File: src/rtl/instr_fetch_queue.sv
// instr_fetch_queue: nibble-to-byte assembler feeding a FIFO that issues one instruction per cycle
//
// Ports:
//   clk          rising-edge system clock
//   reset_n      asynchronous active-low reset
//   nib_in       4-bit nibble data, taken on a rising edge of nib_stb
//   nib_stb      nibble strobe (level); only its 0->1 transition counts
//   flush        synchronous clear of FIFO, assembler and overflow flag
//   issue_en     downstream can accept an instruction this cycle
//   instruction  last issued instruction byte
//   write_en     one-cycle pulse marking a newly issued instruction
//   full         FIFO holds DEPTH entries
//   empty        FIFO holds no entries
//   count        number of entries held
//   overflow     sticky flag: a completed byte was dropped while full
module instr_fetch_queue #(
    parameter int ADDR_W = 3
) (
    input  logic              clk,
    input  logic              reset_n,
    input  logic [3:0]        nib_in,
    input  logic              nib_stb,
    input  logic              flush,
    input  logic              issue_en,
    output logic [7:0]        instruction,
    output logic              write_en,
    output logic              full,
    output logic              empty,
    output logic [ADDR_W:0]   count,
    output logic              overflow
);
    localparam int DEPTH = 2 ** ADDR_W;

    typedef enum logic {LO_WAIT, HI_WAIT} asm_state_t;

    asm_state_t        state;
    logic              stb_q;
    logic [3:0]        lo_reg;
    logic [ADDR_W-1:0] wr_ptr;
    logic [ADDR_W-1:0] rd_ptr;
    logic [7:0]        mem [DEPTH];
    logic              nib_take;
    logic              push;
    logic              pop;
    logic              accept;

    assign full     = count == (ADDR_W + 1)'(DEPTH);
    assign empty    = count == '0;
    assign nib_take = nib_stb & ~stb_q;
    assign push     = nib_take & (state == HI_WAIT) & ~flush;
    assign pop      = issue_en & ~empty & ~flush;
    // A full FIFO still takes the byte when an entry leaves in the same cycle.
    assign accept   = push & (~full | pop);

    always_ff @(posedge clk or negedge reset_n) begin
        if (!reset_n) begin
            state       <= LO_WAIT;
            stb_q       <= 1'b0;
            lo_reg      <= '0;
            wr_ptr      <= '0;
            rd_ptr      <= '0;
            count       <= '0;
            overflow    <= 1'b0;
            write_en    <= 1'b0;
            instruction <= 8'h00;
        end else begin
            // Strobe history tracks the pin even during flush so a held strobe is not re-taken.
            stb_q <= nib_stb;
            if (flush) begin
                state    <= LO_WAIT;
                wr_ptr   <= '0;
                rd_ptr   <= '0;
                count    <= '0;
                overflow <= 1'b0;
                write_en <= 1'b0;
            end else begin
                write_en <= pop;
                if (pop) begin
                    instruction <= mem[rd_ptr];
                    rd_ptr      <= rd_ptr + 1'b1;
                end
                if (accept) wr_ptr <= wr_ptr + 1'b1;
                if (push && !accept) overflow <= 1'b1;
                count <= count + (ADDR_W + 1)'(accept) - (ADDR_W + 1)'(pop);
                if (nib_take) begin
                    if (state == LO_WAIT) lo_reg <= nib_in;
                    state <= (state == LO_WAIT) ? HI_WAIT : LO_WAIT;
                end
            end
        end
    end

    // Storage needs no reset; pointers and count define which entries are live.
    always_ff @(posedge clk) begin
        if (accept) mem[wr_ptr] <= {nib_in, lo_reg};
    end
endmodule

File: config.mk
export PLATFORM = sky130hd
export DESIGN_NAME = instr_fetch_queue
export DESIGN_NICKNAME = d
export VERILOG_FILES = /design/src/rtl/instr_fetch_queue.sv
export SDC_FILE = /design/constraint.sdc
export NUM_CORES = 1
export LEC_CHECK = 0
export CORE_AREA = 4 4 96 98
export DETAILED_ROUTE_END_ITERATION = 8
export DIE_AREA = 0 0 100 102
export PLACE_DENSITY = 0.61
export SLEW_MARGIN = 20
export SYNTH_ARGS = -nofsm -noshare
export SYNTH_HDL_FRONTEND = slang
export SYNTH_SLANG_ARGS = --single-unit
File: constraint.sdc
create_clock -name clk -period 2.8 [get_ports clk]
set_input_delay 0.28 -clock clk [delete_from_list [all_inputs] [get_ports clk]]
set_output_delay 0.28 -clock clk [all_outputs]
set_load 0.03 [all_outputs]
======== After elaboration in Yosys (flattened, before gate mapping) ========
Memory sizes are Yosys's and may differ from the RTL's. A register that Yosys moved wholly into a read port is not among the register bits.
Index checks and enable logic that the tools add are counted.
cells by class
  $add $sub $neg .......................... 4
  equality and inequality tests ........... 1
  muxes and demuxes ....................... 13
  bitwise gates (word level) .............. 12
  reductions and logical operators ........ 10
operators by type and width
  operator             count
  $mux 3               4
  $mux 1               8
  $reduce_bool 2->1    4
  $add 3x1->3 const B  2
  $and 1x1->1          6
  $not 1->1            5
  $add 4x1->4          1
  $eq 4x4->1 const B   1
  $logic_not 4->1      1
  $mux 4               1
  $sub 4x1->4          1
  $reduce_and 3->1     1
  $logic_not 1->1      2
  $reduce_and 2->1     1
  $logic_and 1x1->1    1
  $or 1x1->1           1
word-level totals
  flip-flop bits (word level) ............. 18
  RAM bits ................................ 64
  bits of input ports ..................... 9
  output and inout port bits .............. 16
  logic and storage cells ................. 49
  memories ................................ 1
memory list
  memory  words  bits a word  read ports  clocked after memory_dff  wr ports  line  source
  mem     8      8            1           1                         1         41    logic [7:0] mem [DEPTH];

======== Depth between registers and ports, before layout ========
Gate-level depths: netlist of run 1.
  depth in word-level cells ............... 10
  gate-level depth with buffers ........... 12
  gate-level depth less buffers ........... 12

======== Worst setup path before layout of run 1 ========
No wires, ideal clock.
  path type ............................... register to register
  start ................................... register count[2]
  end ..................................... register count[2]
  setup time .............................. 0.132 ns
  arrival ................................. 2.754 ns
  required time ........................... 2.668 ns
  path slack .............................. -0.086 ns
  cell stages (with the launch flop) ...... 10
  buffers on the path ..................... 0
  period minus slack after synthesis ...... 2.886 ns
  cell sequence ........................... dfrtp_1 > inv_1 > ha_1 > nor3b_1 > a21o_1 > o21ai_0 > ha_1 > fa_1 > xnor2_1 > nor2_1
on the way
  elaborated cells on any way between the ends .. 11
  classes of those cells .................. add/sub (2); eq/ne (1); mux (1); bitwise (6); reduce/logical (1)
RTL lines
  element                 line  source
  start, declared         29    output logic [ADDR_W:0] count,
  start signal, assigned  84    count <= count + (ADDR_W + 1)'(accept) - (ADDR_W + 1)'(pop);
  $eq 4x4->1              47    assign full = count == (ADDR_W + 1)'(DEPTH);
  via full                27    output logic full,
  $not 1->1               53    assign accept = push & (~full | pop);
  $or 1x1->1              53
  $and 1x1->1             53
  $add 4x1->4             84
  $sub 4x1->4             84
  $mux 4                  69    if (flush) begin
The timed path passes the listed nets, and every way through them passes these cells.
A chain may end at the register's enable or synchronous reset.

======== Worst setup path after layout of run 1 ========
  start ................................... register count[2]
  end ..................................... register count[2]
on the way
  cells in the longest elaborated chain, start to end .. 9
  elaborated cells on any way between the ends .. 11
  classes of those cells .................. add/sub (2); eq/ne (1); mux (1); bitwise (6); reduce/logical (1)
RTL lines
  element                   line  source
  $logic_not 4->1           48    assign empty = count == '0;
  $not 1->1                 51    assign pop = issue_en & ~empty & ~flush;
  $and 1x1->1 (2 in a row)  51
  $or 1x1->1                53
  $and 1x1->1               53
  $add 4x1->4               84
  $sub 4x1->4 (*)           84
  $mux 4 (*)                69
Mark *: on every way between the ends. The rest lies on a longest branch, timed or not.

==> results.yml, run 1 <==
sta:
  period_share_pct: 87.66
  finalSetupTns_ns: 0
  worst_pin_slew_ns: 0.6418
  timing.fmax_mhz: 407.4
  slew_viol_final: 0
  fin_crit_ns: 2.454
  slew_headroom_pct: 57.12
  finClkSkew_ns: 0.01143
  hold_viol_final: 0
  rsz0062_at_grt: "no"
  setup_viol: 0
layout:
  regMostFlops: "mem"
  synthToLayoutAreaGrowth_pct: 18.56
  nFillCells: 728
  drive_above_1_share_pct: 14.04
  reg_top3: "mem x64, instruction x8"
  layout.nets: 304
  largest_reg_flops: 64
  diodes: 0
floorplan:
  die_area_um2: 10200
  core_area_um2: 8466
  dieHeight_um: 102
  start_util_pct: 43.56
  io_pins: 25
  dieWidth_um: 100
  rows: 34
logic_synthesis:
  synth_common_cells: "64 x edfxtp_1, 33 x mux2i_1, 26 x dfrtp_1"
  async_reset_ff_share_pct: 28.89
  syn-num-nets: 263
  ys_seq_area_share_pct: 69.77
  syn_area_um2: 3687
  yosysTopAreaCell: "edfxtp_1"
  ys_ff_latch: 90
  synth_top_cell_area_share_pct: 52.12
  synth.most_common_cell: "edfxtp_1"
  yosys.cell_types.count: 35
  avgSynthCellArea_um2: 14.99
  synthCells: 246
  yosys_warnings: 0
  ys.flop_type: "edfxtp_1"
  synth-edff-count: 64
  synth_area_leaders: "edfxtp_1 52%, dfrtp_1 18%, mux2i_1 9.0%"
clock_tree:
  clockBufferDepth: 2
  cts-root-buf: "clkbuf_8"
  numClockSinks: 90
  htreeDepth: 3
  cts_buffers: 9
  cts_tree: "built"
  insertion_delay_ns: 0.35
  path_clk_slew_ns: 0.09
detailed_routing:
  drtAntennaViolNets: 0
  drtIter0Drc: 45
  dr.pass1.iters: 4
  num_vias: 2024
  detail_route.wirelength_um: 6339
  wire_per_inst_um: 15.85
  drcViolationCount: 0
  vias_per_cell: 5.060
setup_path:
  worstPathRequired_ns: 3.04
  cp-start-kind: "flop"
  crit_fanout: 4
  critPathKind: "flop to flop"
  cp-end-kind: "flop"
  crit_arrival_ns: 2.70
min_path:
  hold_class: "input pin to asynchronous set/reset pin"
global_route:
  grt_pass1_vias: 1995
  grt_pass1_wl_um: 10300
  grt_start_max_net_pins: 21
  antenna_found_initial: 0
  track_usage_pct: 13.55
  grt_overflow: 0
power:
  p_leak_uw: 0.001602
  power.density_nw_per_um2: 837.0
  peakVddDrop_uv: 315.0
  power.total_uw: 3659
placed_design:
  place_congestion: 0.7271
  dp_hpwl_um: 4431
  io_buffers: 24
job:
  maxCapViolations: 0
status:
  status: "completed"
layout make-up:
class	count	area (um2)	share of cell area, %
clock buffers	9	123.9	2.833
multi-input cells	140	1046	23.93
flip-flops and latches	90	2574	58.87
repair buffers	39	367.9	8.414
well taps	108	135.1	3.091
clock inverters	7	97.59	2.232
inverters	7	27.53	0.6297
metrics by stage:
step	util [%]	hold slack, ns	worst slack [ns]	area, um2	std cells
detailed placement	49.00	0.4971	0.2484	4148	384
global placement	49.00	0.4950	0.2971	4148	384
global route	51.64	0.3387	0.1671	4372	400
floorplan	-	-0.01559	0.1625	3692	246
CTS	51.61	0.3201	0.09137	4369	400
finish	51.64	0.3014	0.3457	4372	400
routing by layer:
| layer | share of wire [%] | GRT usage (%) | vias to the layer above |
|---|---|---|---|
| li1 | - | - | 991 |
| met1 | 47 | 17.96 | 986 |
| met2 | 48 | 21.75 | 40 |
| met3 | 3.6 | 2.253 | 7 |
| met4 | 1.5 | 6.839 | 0 |
| met5 | 0 | 0 | - |
final timing paths:
path                       depth (start not counted)              to            from  slack, ns
setup reg to reg                                  11        count[2]        count[2]       0.35
hold reg to reg                                    2  instruction[3]  instruction[3]       0.51
hold / removal                                     1  instruction[5]         reset_n       0.30
setup / recovery                                  11        count[2]        count[2]       0.35
min in group clk                                   1           stb_q         nib_stb       0.43
max in group asynchronous                          2       wr_ptr[2]         reset_n       1.87
worst max-delay path: stages (launching register included):
cell	delay [ns]
dfrtp_1	0.39
inv_1	0.11
ha_1	0.17
or3b_2	0.50
clkinv_2	0.07
nor2_1	0.06
nand2_1	0.13
o21ai_0	0.10
ha_1	0.22
fa_1	0.39
xnor2_1	0.16
nor2_1	0.05
power by group:
part,total (uW),switching (uW),internal (uW)
clock network,967,456,511
registers,1690,130,1560
logic,1010,539,466
total,3660,1130,2530
cells by family (layout without fill, tap and decap cells):
logic type,count (synthesis),after routing,synth area share [%]
flops,90,90,69.77
simple gates,57,57,8.144
buf+inv,16,62,2.002
mux,37,37,10.18
xor+xnor,5,5,1.188
fa+ha+maj,8,8,2.918
compound gates,33,33,5.803
cells in the final DEF, fill, tap and decap left out, drive strengths merged:
cell type / Yosys / layout
or2b: 1 / 1
nor2: 14 / 14
nor3b: 2 / 2
xor2: 2 / 2
dlymetal6s2s: 0 / 1
clkbuf: 1 / 9
edfxtp: 64 / 64
nand3: 10 / 10
or2: 1 / 1
a21oi: 3 / 3
xnor2: 3 / 3
mux2i: 33 / 33
a21o: 2 / 2
nor3: 2 / 2
nand2: 14 / 14
nor2b: 6 / 6
buf: 8 / 15
nand2b: 3 / 3
inv: 6 / 9
o22ai: 1 / 1
clkinv: 1 / 3
o21ai: 10 / 10
and2: 1 / 1
nand4bb: 1 / 1
ha: 7 / 7
fa: 1 / 1
mux2: 4 / 4
clkdlybuf4s50: 0 / 23
o31ai: 1 / 1
or3b: 2 / 2
a22oi: 16 / 16
bufinv: 0 / 2
dfrtp: 26 / 26
timing repair:
item | CTS | global route
buffers inserted | 0 | 0
resized for setup | 0 | 1
endpoints found under the setup margin | 0 | 1
hold buffers | 0 | 0
Note: power is estimated with default switching activity, not from simulation.
==> run 2: changes to the inputs <==
--- a/config.mk
+++ b/config.mk
@@ -8,6 +8,7 @@
 export CORE_AREA = 4 4 96 98
 export DETAILED_ROUTE_END_ITERATION = 8
 export DIE_AREA = 0 0 100 102
+export GPL_TIMING_DRIVEN = 0
 export PLACE_DENSITY = 0.61
 export SLEW_MARGIN = 20
 export SYNTH_ARGS = -nofsm -noshare
==> run 2 against run 1 <==
Worst setup slack worse by 0.19 ns. Critical path type is now flop to primary output. Clock power is 5.1% lower. Total power down 2.0%. Largest cell class unchanged. Die area unchanged.
==> results.yml, run 2 (synthesis gave the netlist of run 1 again) <==
status:
  status: "completed"
floorplan:
  start_util_pct: 43.56
  die_area_um2: 10200
  dieHeight_um: 102
  io_pins: 25
  dieWidth_um: 100
  core_area_um2: 8466
  rows: 34
layout:
  drive_above_1_share_pct: 11.85
  largest_reg_flops: 64
  layout.nets: 299
  fin_area_um2: 4289
  diodes: 0
  synthToLayoutAreaGrowth_pct: 16.32
  regMostFlops: "mem"
  reg_top3: "mem x64, instruction x8"
  final_common_cell: "edfxtp_1"
  mostFrequentLayoutCells: "64 x edfxtp_1, 33 x mux2i_1, 26 x dfrtp_1"
setup_path:
  worstPathRequired_ns: 2.52
  critPathKind: "flop to primary output"
  crit_start: "count[2]"
  cp-start-kind: "flop"
  r2r_start: "count[2]"
  path_buf_inv: 3
  crit_fanout: 10
  cp_cell_sequence: "inv_1 -> ha_1 -> or3b_2 -> clkinv_2 -> clkdlybuf4s50_1"
  crit_slowest_cell: "clkdlybuf4s50_1"
  crit_arrival_ns: 2.36
  cp-end-kind: "primary output"
  cpPeakStageDelay_ns: 0.68
  crit_family: "buffers and inverters"
clock_tree:
  cts_tree: "built"
  cts_setup_buffers: 0
  cts_buffers: 9
  htreeDepth: 3
  clockBufferDepth: 2
  insertion_delay_ns: 0.35
  cts-root-buf: "clkbuf_8"
  numClockSinks: 90
  path_clk_slew_ns: 0.09
sta:
  finalSetupTns_ns: 0
  timing.fmax_mhz: 378.7
  slew_viol_final: 0
  setup_viol: 0
  worst_pin_slew_ns: 0.8976
  period_share_pct: 94.31
  hold_viol_final: 0
  slew_headroom_pct: 40.03
  fin_crit_ns: 2.641
  rsz0062_at_grt: "no"
  finClkSkew_ns: 0.01632
  setup_slack_ns: 0.1594
global_route:
  grt_pass1_vias: 2095
  grt_start_max_net_pins: 27
  grt_overflow: 0
  grt_pass1_wl_um: 10930
  antenna_found_initial: 0
  track_usage_pct: 14.28
detailed_routing:
  wire_per_inst_um: 17.05
  drtIter0Drc: 45
  detail_route.wirelength_um: 6733
  dr.pass1.iters: 4
  drcViolationCount: 0
  drtAntennaViolNets: 0
  num_vias: 2003
  vias_per_cell: 5.071
min_path:
  hold_class: "input pin to flop"
  worstHoldStart: "nib_stb"
power:
  internal-power_uw: 2450
  p_switching_uw: 1136
  p_clk_share_pct: 25.6
  power.density_nw_per_um2: 836.0
  p_leak_uw: 0.001538
  power_frac_seq_pct: 45.6
  p_sw_share_pct: 31.68
  power_frac_comb_pct: 28.8
  peakVddDrop_uv: 282.7
job:
  maxCapViolations: 0
placed_design:
  place_congestion: 0.7040
  dp_hpwl_um: 4677
  post_dp_cell_area_um2: 4068
  io_buffers: 24
  pre_cts_ws_ns: 0.002708
-- run 2: cell type report --
type	instances	area, um2
fillers	730	4177
flip-flops and latches	90	2572
multi-input cells	140	1054
repair buffers	25	245.2
clock buffers	10	137.6
well taps	108	135.1
clock inverters	6	71.32
plain buffers	9	46.29
inverters	7	27.53
-- run 2: stage by stage --
| stage | instances | hold slack [ns] | utilization [%] | power [uW] |
|---|---|---|---|---|
| detailed placement | 378 | 0.3417 | 48.05 | 2714 |
| global placement | 378 | 0.4924 | 48.05 | 2697 |
| global route | 395 | 0.4008 | 50.67 | 3769 |
| floorplan | 246 | -0.01559 | - | 2359 |
| finish | 395 | 0.4170 | 50.67 | 3586 |
| CTS | 395 | 0.4060 | 50.64 | 3617 |
-- run 2: power by group through the flow --
stage               sequential, uW  combinational [uW]  clock, uW
CTS                           1640                1050        928
finish                        1640                1030        918
floorplan                     1800                 561          0
global route                  1660                1120        989
detailed placement            1670                1050          0
global placement              1660                1030          0
-- run 2: final timing paths --
| path | end | slack [ns] | cells after the start |
|---|---|---|---|
| min reg2reg | instruction[3] | 0.51 | 2 |
| max in group asynchronous | wr_ptr[0] | 1.92 | 2 |
| max | empty | 0.16 | 5 |
| min | stb_q | 0.42 | 1 |
| min in group asynchronous | count[1] | 0.47 | 2 |
| max reg2reg | count[1] | 0.19 | 10 |
-- run 2: per-layer routing --
layer | vias to the layer above | track usage (%) | routed length (um)
li1 | 985 | - | -
met1 | 989 | 19.38 | 3261
met2 | 22 | 23.29 | 3220
met3 | 7 | 2.048 | 151
met4 | 0 | 5.907 | 100
met5 | - | 0 | 0
-- run 2: worst reg2reg max path: stages, from the launching register on --
cell      delay [ns]
dfrtp_1         0.38
inv_1           0.11
ha_1            0.19
or3b_2          0.51
clkinv_2        0.14
nor2_1          0.09
buf_6           0.16
o21ai_0         0.16
ha_1            0.21
fa_1            0.41
nor2b_1         0.13
-- run 2: what timing repair did --
item | CTS | global route
resized for setup | 0 | 1
endpoints found under the setup margin | 0 | 1
endpoints found under the hold margin | 26 | 0
hold buffers | 1 | 0
